### config.mk
export PLATFORM = sky130hd
export DESIGN_NAME = hazard_ctrl
export DESIGN_NICKNAME = d
export VERILOG_FILES = /design/src/rtl/hazard_pkg.sv /design/src/rtl/hazard_ctrl_md_tracker.sv /design/src/rtl/hazard_ctrl.sv
export SDC_FILE = /design/constraint.sdc
export NUM_CORES = 1
export LEC_CHECK = 0
export CAP_MARGIN = 40
export CORE_MARGIN = 10
export CORE_UTILIZATION = 48
export DETAILED_ROUTE_END_ITERATION = 12
export PLACE_DENSITY = 0.8
export SKIP_LAST_GASP = 1
export SLEW_MARGIN = 10
export SYNTH_ARGS = -nofsm -noshare
export SYNTH_HDL_FRONTEND = slang
export SYNTH_SLANG_ARGS = --single-unit
export TNS_END_PERCENT = 100
### constraint.sdc
create_clock -name clk_i -period 2.54 [get_ports clk_i]
set_clock_uncertainty 0.1 [all_clocks]
set_input_delay 0.508 -clock clk_i [delete_from_list [all_inputs] [get_ports clk_i]]
set_output_delay 0.508 -clock clk_i [all_outputs]
set_load 0.05 [all_outputs]
### src/rtl/hazard_pkg.sv
// Shared types and constants for the pipeline hazard controller.
package hazard_pkg;

  typedef enum logic {
    RUN     = 1'b0,
    MD_BUSY = 1'b1
  } md_state_t;

  typedef struct packed {
    logic keep;
    logic clear;
  } stage_ctrl_t;

  localparam logic [4:0] REG_ZERO = 5'd0;

endpackage

### src/rtl/hazard_ctrl_md_tracker.sv
// Multiply/divide occupancy tracker: busy for exactly MD_CYCLES cycles after an issue edge.
module md_tracker
  import hazard_pkg::*;
#(
  parameter int MD_CYCLES = 32
) (
  input  logic clk_i,
  input  logic rst_i,
  input  logic issue_i,
  output logic busy_o
);

  localparam int CW = $clog2(MD_CYCLES);
  localparam logic [CW-1:0] LOAD = CW'(MD_CYCLES - 1);

  md_state_t     state_q, state_d;
  logic [CW-1:0] cnt_q, cnt_d;

  always_ff @(posedge clk_i or negedge rst_i) begin
    if (!rst_i) begin
      state_q <= RUN;
      cnt_q   <= '0;
    end else begin
      state_q <= state_d;
      cnt_q   <= cnt_d;
    end
  end

  // Counter keeps running through memory freezes; the unit is not pipelined with the core.
  always_comb begin
    state_d = state_q;
    cnt_d   = cnt_q;
    case (state_q)
      RUN: begin
        if (issue_i) begin
          state_d = MD_BUSY;
          cnt_d   = LOAD;
        end
      end
      MD_BUSY: begin
        if (cnt_q == '0) state_d = RUN;
        else             cnt_d   = cnt_q - CW'(1);
      end
      default: begin
        state_d = RUN;
        cnt_d   = '0;
      end
    endcase
  end

  assign busy_o = (state_q == MD_BUSY);

endmodule

### src/rtl/hazard_ctrl.sv
// Pipeline hazard controller: prioritized keep/clear controls, MD tracking, stall counter.
module hazard_ctrl
  import hazard_pkg::*;
#(
  parameter int MD_CYCLES = 32,
  parameter int CNT_W     = 32
) (
  input  logic             clk_i,
  input  logic             rst_i,
  input  logic [4:0]       id_rs_i,
  input  logic [4:0]       id_rt_i,
  input  logic             id_uses_rt_i,
  input  logic             id_jump_i,
  input  logic             id_md_start_i,
  input  logic             id_md_read_i,
  input  logic             ex_memread_i,
  input  logic [4:0]       ex_rt_i,
  input  logic             ex_branch_taken_i,
  input  logic             mem_busy_i,
  input  logic             cnt_clr_i,
  output logic             pc_keep_o,
  output logic             ifid_keep_o,
  output logic             ifid_clear_o,
  output logic             idex_keep_o,
  output logic             idex_clear_o,
  output logic             exmem_keep_o,
  output logic             exmem_clear_o,
  output logic             memwb_keep_o,
  output logic             memwb_clear_o,
  output logic             md_busy_o,
  output logic [CNT_W-1:0] stall_cnt_o
);

  logic        lu, md_struct, md_issue, pc_keep;
  stage_ctrl_t ifid, idex, exmem, memwb;
  logic [CNT_W-1:0] cnt_q, cnt_d;

  assign lu = ex_memread_i && (ex_rt_i != REG_ZERO) &&
              ((ex_rt_i == id_rs_i) || (id_uses_rt_i && (ex_rt_i == id_rt_i)));
  assign md_struct = md_busy_o && (id_md_start_i || id_md_read_i);

  // A squashed (branch) or frozen (mem) ID instruction must not start the MD unit.
  assign md_issue = id_md_start_i && !mem_busy_i && !ex_branch_taken_i && !lu && !md_struct;

  md_tracker #(.MD_CYCLES(MD_CYCLES)) u_md (
    .clk_i   (clk_i),
    .rst_i   (rst_i),
    .issue_i (md_issue),
    .busy_o  (md_busy_o)
  );

  always_comb begin
    pc_keep = 1'b0;
    ifid    = '0;
    idex    = '0;
    exmem   = '0;
    memwb   = '0;
    if (!rst_i) begin
      pc_keep = 1'b0;
    end else if (mem_busy_i) begin
      pc_keep     = 1'b1;
      ifid.keep   = 1'b1;
      idex.keep   = 1'b1;
      exmem.keep  = 1'b1;
      memwb.clear = 1'b1;
    end else if (ex_branch_taken_i) begin
      ifid.clear  = 1'b1;
      idex.clear  = 1'b1;
    end else if (lu || md_struct) begin
      pc_keep     = 1'b1;
      ifid.keep   = 1'b1;
      idex.clear  = 1'b1;
    end else if (id_jump_i) begin
      ifid.clear  = 1'b1;
    end
  end

  assign pc_keep_o     = pc_keep;
  assign ifid_keep_o   = ifid.keep;
  assign ifid_clear_o  = ifid.clear;
  assign idex_keep_o   = idex.keep;
  assign idex_clear_o  = idex.clear;
  assign exmem_keep_o  = exmem.keep;
  assign exmem_clear_o = exmem.clear;
  assign memwb_keep_o  = memwb.keep;
  assign memwb_clear_o = memwb.clear;

  always_comb begin
    cnt_d = cnt_q;
    if (cnt_clr_i)                   cnt_d = '0;
    else if (pc_keep && cnt_q != '1) cnt_d = cnt_q + CNT_W'(1);
  end

  always_ff @(posedge clk_i or negedge rst_i) begin
    if (!rst_i) cnt_q <= '0;
    else        cnt_q <= cnt_d;
  end

  assign stall_cnt_o = cnt_q;

endmodule

== After elaboration in Yosys (flattened, before gate mapping) ==
Cells that the tools add are included.

* Add/subtract/negate cells: 2
* Eq/ne operators: 5
* Mux-type cells: 22
* Bitwise operators: 1
* Reductions and logical operators: 20

{| class="wikitable"
|+ Operator list
! cell !! number
|-
| $mux W32 || 2
|-
| $add A32 B1 Y32 const B || 1
|-
| $ne A32 B32 Y1 const B || 1
|-
| $mux W1 || 14
|-
| $eq A5 B5 Y1 || 2
|-
| $mux W5 || 2
|-
| $pmux W5 S2 || 1
|-
| $logic_and A1 B1 Y1 || 9
|-
| $logic_not A5 Y1 || 1
|-
| $reduce_bool A5 Y1 || 1
|-
| $sub A5 B1 Y5 const B || 1
|-
| $logic_not A1 Y1 || 4
|-
| $mux W2 || 2
|-
| $ne A2 B2 Y1 const B || 2
|-
| $logic_or A1 B1 Y1 || 3
|-
| $pmux W1 S2 || 1
|-
| $reduce_and A2 Y1 || 1
|-
| $reduce_bool A2 Y1 || 1
|-
| $not A1 Y1 || 1
|}

* Flip-flop bits (word level): 38
* Input port bits: 25

== Longest topological paths before layout ==
* Depth after elaboration: 12
* Gate-level depth with buffers: 10
* Mapped depth without buffers: 7

== Cells and area by module ==
A second synthesis with hierarchy kept.

* Cell total of the unflattened synthesis: 265
* Area, all modules: 2354.8 um^2

{| class="wikitable"
|+ By module, submodules not included
! module !! instances !! cells an instance !! area each (um^2) !! seq. area each (um^2)
|-
| hazard_ctrl || 1 || 239 || 2068.2 || 800.8
|-
| md_tracker || 1 || 26 || 286.5 || 150.1
|}

== Worst setup path before layout ==
No wires, ideal clock.

* Kind: input-to-output
* Start point: input ex_rt_i[4]
* End point: output idex_clear_o
* Data arrival time: 2.436 ns
* Required time: 1.932 ns
* Slack: -0.504 ns
* Stages: 5
* Buffers on the path: 0
* Cell sequence: xnor2_1 > nand3_1 > o22ai_1 > nand2_1 > a311oi_1

* Cells in the longest elaborated chain, start to end: 9

{| class="wikitable"
|+ Ends and longest elaborated chain
! what !! line !! text
|-
| from (decl) || hazard_ctrl.sv:17 || <nowiki>input logic [4:0] ex_rt_i,</nowiki>
|-
| $eq A5 B5 Y1 || hazard_ctrl.sv:39 || <nowiki>((ex_rt_i == id_rs_i) || (id_uses_rt_i && (ex_rt_i == id_rt_i)));</nowiki>
|-
| $logic_and A1 B1 Y1 || hazard_ctrl.sv:39 ||
|-
| $logic_or A1 B1 Y1 || hazard_ctrl.sv:39 ||
|-
| $logic_and A1 B1 Y1 * || hazard_ctrl.sv:38 || <nowiki>assign lu = ex_memread_i && (ex_rt_i != REG_ZERO) &&</nowiki>
|-
| $logic_or A1 B1 Y1 * || hazard_ctrl.sv:69 || <nowiki>end else if (lu || md_struct) begin</nowiki>
|-
| $mux W1 * || hazard_ctrl.sv:69 ||
|-
| $mux W1 * || hazard_ctrl.sv:66 || <nowiki>end else if (ex_branch_taken_i) begin</nowiki>
|-
| $mux W1 * || hazard_ctrl.sv:60 || <nowiki>end else if (mem_busy_i) begin</nowiki>
|-
| $mux W2 * || hazard_ctrl.sv:58 || <nowiki>if (!rst_i) begin</nowiki>
|-
| to (decl) || hazard_ctrl.sv:25 || <nowiki>output logic idex_clear_o,</nowiki>
|}

Mark *: on every way between the ends. The rest lies on a longest branch, timed or not.

== Final worst setup path ==
* Start point: input ex_rt_i[1]
* End point: output idex_clear_o

Same word-level chain as after synthesis.

==> results.yml <==
status:
  status: "completed"
sta:
  hold_viol: 0
  fin_crit_sh: 0.996
  setup_tns_ps: 0
  tightest_slew_ps: 528
  final_max_slew_viol_count: 0
  hold_slack_ps: 120
  worst_slack_ps: 9.63
  finalSetupViolCount: 0
  rsz0062_at_grt: "true"
  maxSlewHeadroom: 0.647
  clock.fmax_ghz: 0.395
  period_needed_ps: 2530
clock_network:
  cts_root_buffer: "clkbuf_8"
  clk_path_buf_depth: 2
  clk_pin_slew_worst_paths_ps: 80
  numCtsBuffers: 5
  cts_tree: "yes"
  clk-insertion-delay-late_ps: 290
  cts_sinks: 38
  htreeDepth: 2
synthesis:
  synth-warning-count: 0
  synth_top_cell_by_area: "dfrtp_1"
  postSynthAreaPerCell_um2: 9.20
  synth_seq_cells: 38
  yosysSeqAreaShare: 0.396
  yosysTopAreaCellShare: 0.396
  ys_top_cells_by_count: "38 x dfrtp_1, 30 x a21oi_1, 19 x nand2_1, 18 x or3_1, 13 x nand3_1"
  synth_top_flop_cell: "dfrtp_1"
  postSynth.asyncResetShare: 1.00
  syn-cell-area_mm2: 0.00240
  syn-instance-count: 261
  synthTopCellsByArea: "dfrtp_1 40%, a21oi_1 6.3%, or3_1 4.7%"
  ys_types: 53
  synth_most_common_cell: "dfrtp_1"
  synth_edf_count: 0
pwr:
  irDropWorstVdd_v: 0.000311
  power.density_mw_per_mm2: 500
  cellLeakagePower_nw: 1.39
  power_mw: 1.74
routing:
  dr.pass1.iters: 4
  drt_iter0_drc: 108
  drc: 0
  wl_um: 6730
  antenna_left: 0
  routed_via_density: 5.69
  routedWlPerCell_um: 16.2
  route.vias.total: 2356
setup_path:
  cp_common_cell: "buf_4"
  critPathBufInv: 4
  critPathRequiredTime_ps: 1930
  r2r_start: "stall_cnt_o[3]"
  critPathLaunchType: "input pin"
  critPathLaunch: "ex_rt_i[1]"
  path_max_fanout: 3
  critical_path.top_delay_family: "buffers and inverters"
  worstPathArrival_ps: 1920
  r2r_slack_ps: 220
  critical_path.endpoint_type: "primary output"
  crit_slowest_cell: "a311oi_2"
  cpPeakStageDelay_ps: 230
  path_cells: "clkdlybuf4s15_2 > buf_4 > xnor2_1 > nand2_1 > o22ai_2 > nand2_2 > a311oi_2 > buf_4 > buf_12"
  criticalPathCategory: "input pin to primary output"
cells_and_area:
  nNetsFinal: 374
  drive_above_1_share: 0.225
  final.fill_count: 356
  fin_area_mm2: 0.00348
  multi_input_area_mm2: 0.00138
  fin_util: 0.727
  area_growth_pct: 44.8
  sequential_cell_area_um2: 953
  diodes: 0
  final_cells: 414
floorplan:
  initial_core_util: 0.502
  fp.dieW_um: 90.7
  dieArea_mm2: 0.00823
  rows: 25
  core_area_mm2: 0.00479
  ios: 67
  fp.dieH_um: 90.7
placement:
  dp_hpwl_um: 4990
  pre_cts_ws_ps: -379
  place_area_mm2: 0.00328
  post-place-cells: 401
  numPortBuffers: 64
  place_congestion: 0.819
global_route:
  grt_pass1_vias: 2251
  overflow: 0
  track_usage: 0.159
  antenna_found_initial: 0
  grt_first_pass_wirelength_um: 11100
  grt_start_max_net_pins: 29
flow_run:
  cap_violations: 0
worst_hold_path:
  hold_class: "input pin to async pin"
==> path summary, 6_finish.rpt <==
| path | to | cells after the start |
|---|---|---|
| setup / recovery | idex_clear_o | 9 |
| hold / removal | stall_cnt_o[9] | 2 |
| setup reg to reg | stall_cnt_o[29] | 6 |
| hold reg to reg | u_md.cnt_q[3] | 1 |
| max in group asynchronous | stall_cnt_o[1] | 2 |
| min in group clk_i | u_md.cnt_q[3] | 1 |
==> final cells by class <==
class,instances,area share
clock buffer,7,0.0248
clock inverter,1,0.00144
inverter,9,0.00971
multi-input combinational,199,0.397
sequential,38,0.274
tap,67,0.0241
timing repair buffer,93,0.269
==> repair_timing <==
item                       in CTS  in global routing
pin swaps                      18                  5
gates resized for setup        37                  7
buffers inserted                3                  2
setup endpoints to repair      13                  5
hold buffers                    0                  0
==> metal layers <==
layer / share of wire / track usage
met1: 0.45 / 0.209
met2: 0.47 / 0.251
met3: 0.067 / 0.0432
met4: 0.011 / 0.0385
met5: 0 / 0
==> cell families (layout without fill, tap and decap cells) <==
family,after synthesis,count (layout),share of synthesized area
simple gates,105,105,0.268
compound gates,73,73,0.191
flops,38,38,0.396
buf+inv,25,110,0.0651
xor+xnor,11,11,0.0401
mux,5,5,0.0229
fa+ha+maj,3,3,0.0156
other cells,1,2,0.00156
==> registers in the layout (all words and copies together) (netlist names) <==
name	flops
stall_cnt_o	32
u_md.cnt_q	5
u_md.busy_o	1
==> power by group <==
part / total [mW] / switching, mW / internal [mW]
combinational: 0.598 / 0.313 / 0.285
sequential: 0.712 / 0.0555 / 0.656
clock: 0.428 / 0.209 / 0.219
total: 1.74 / 0.577 / 1.16
==> cells in the final DEF (no fill, tap or decap), types with 10 or more instances in the layout <==
cell,n
a21oi_1,30
buf_4,26
clkdlybuf4s50_1,41
dfrtp_1,36
dlygate4sd2_1,11
nand2_1,18
nand3_1,13
o21ai_0,11
o31ai_1,10
or3_1,17
or4_1,11
Note: power is estimated with default switching activity, not from simulation.
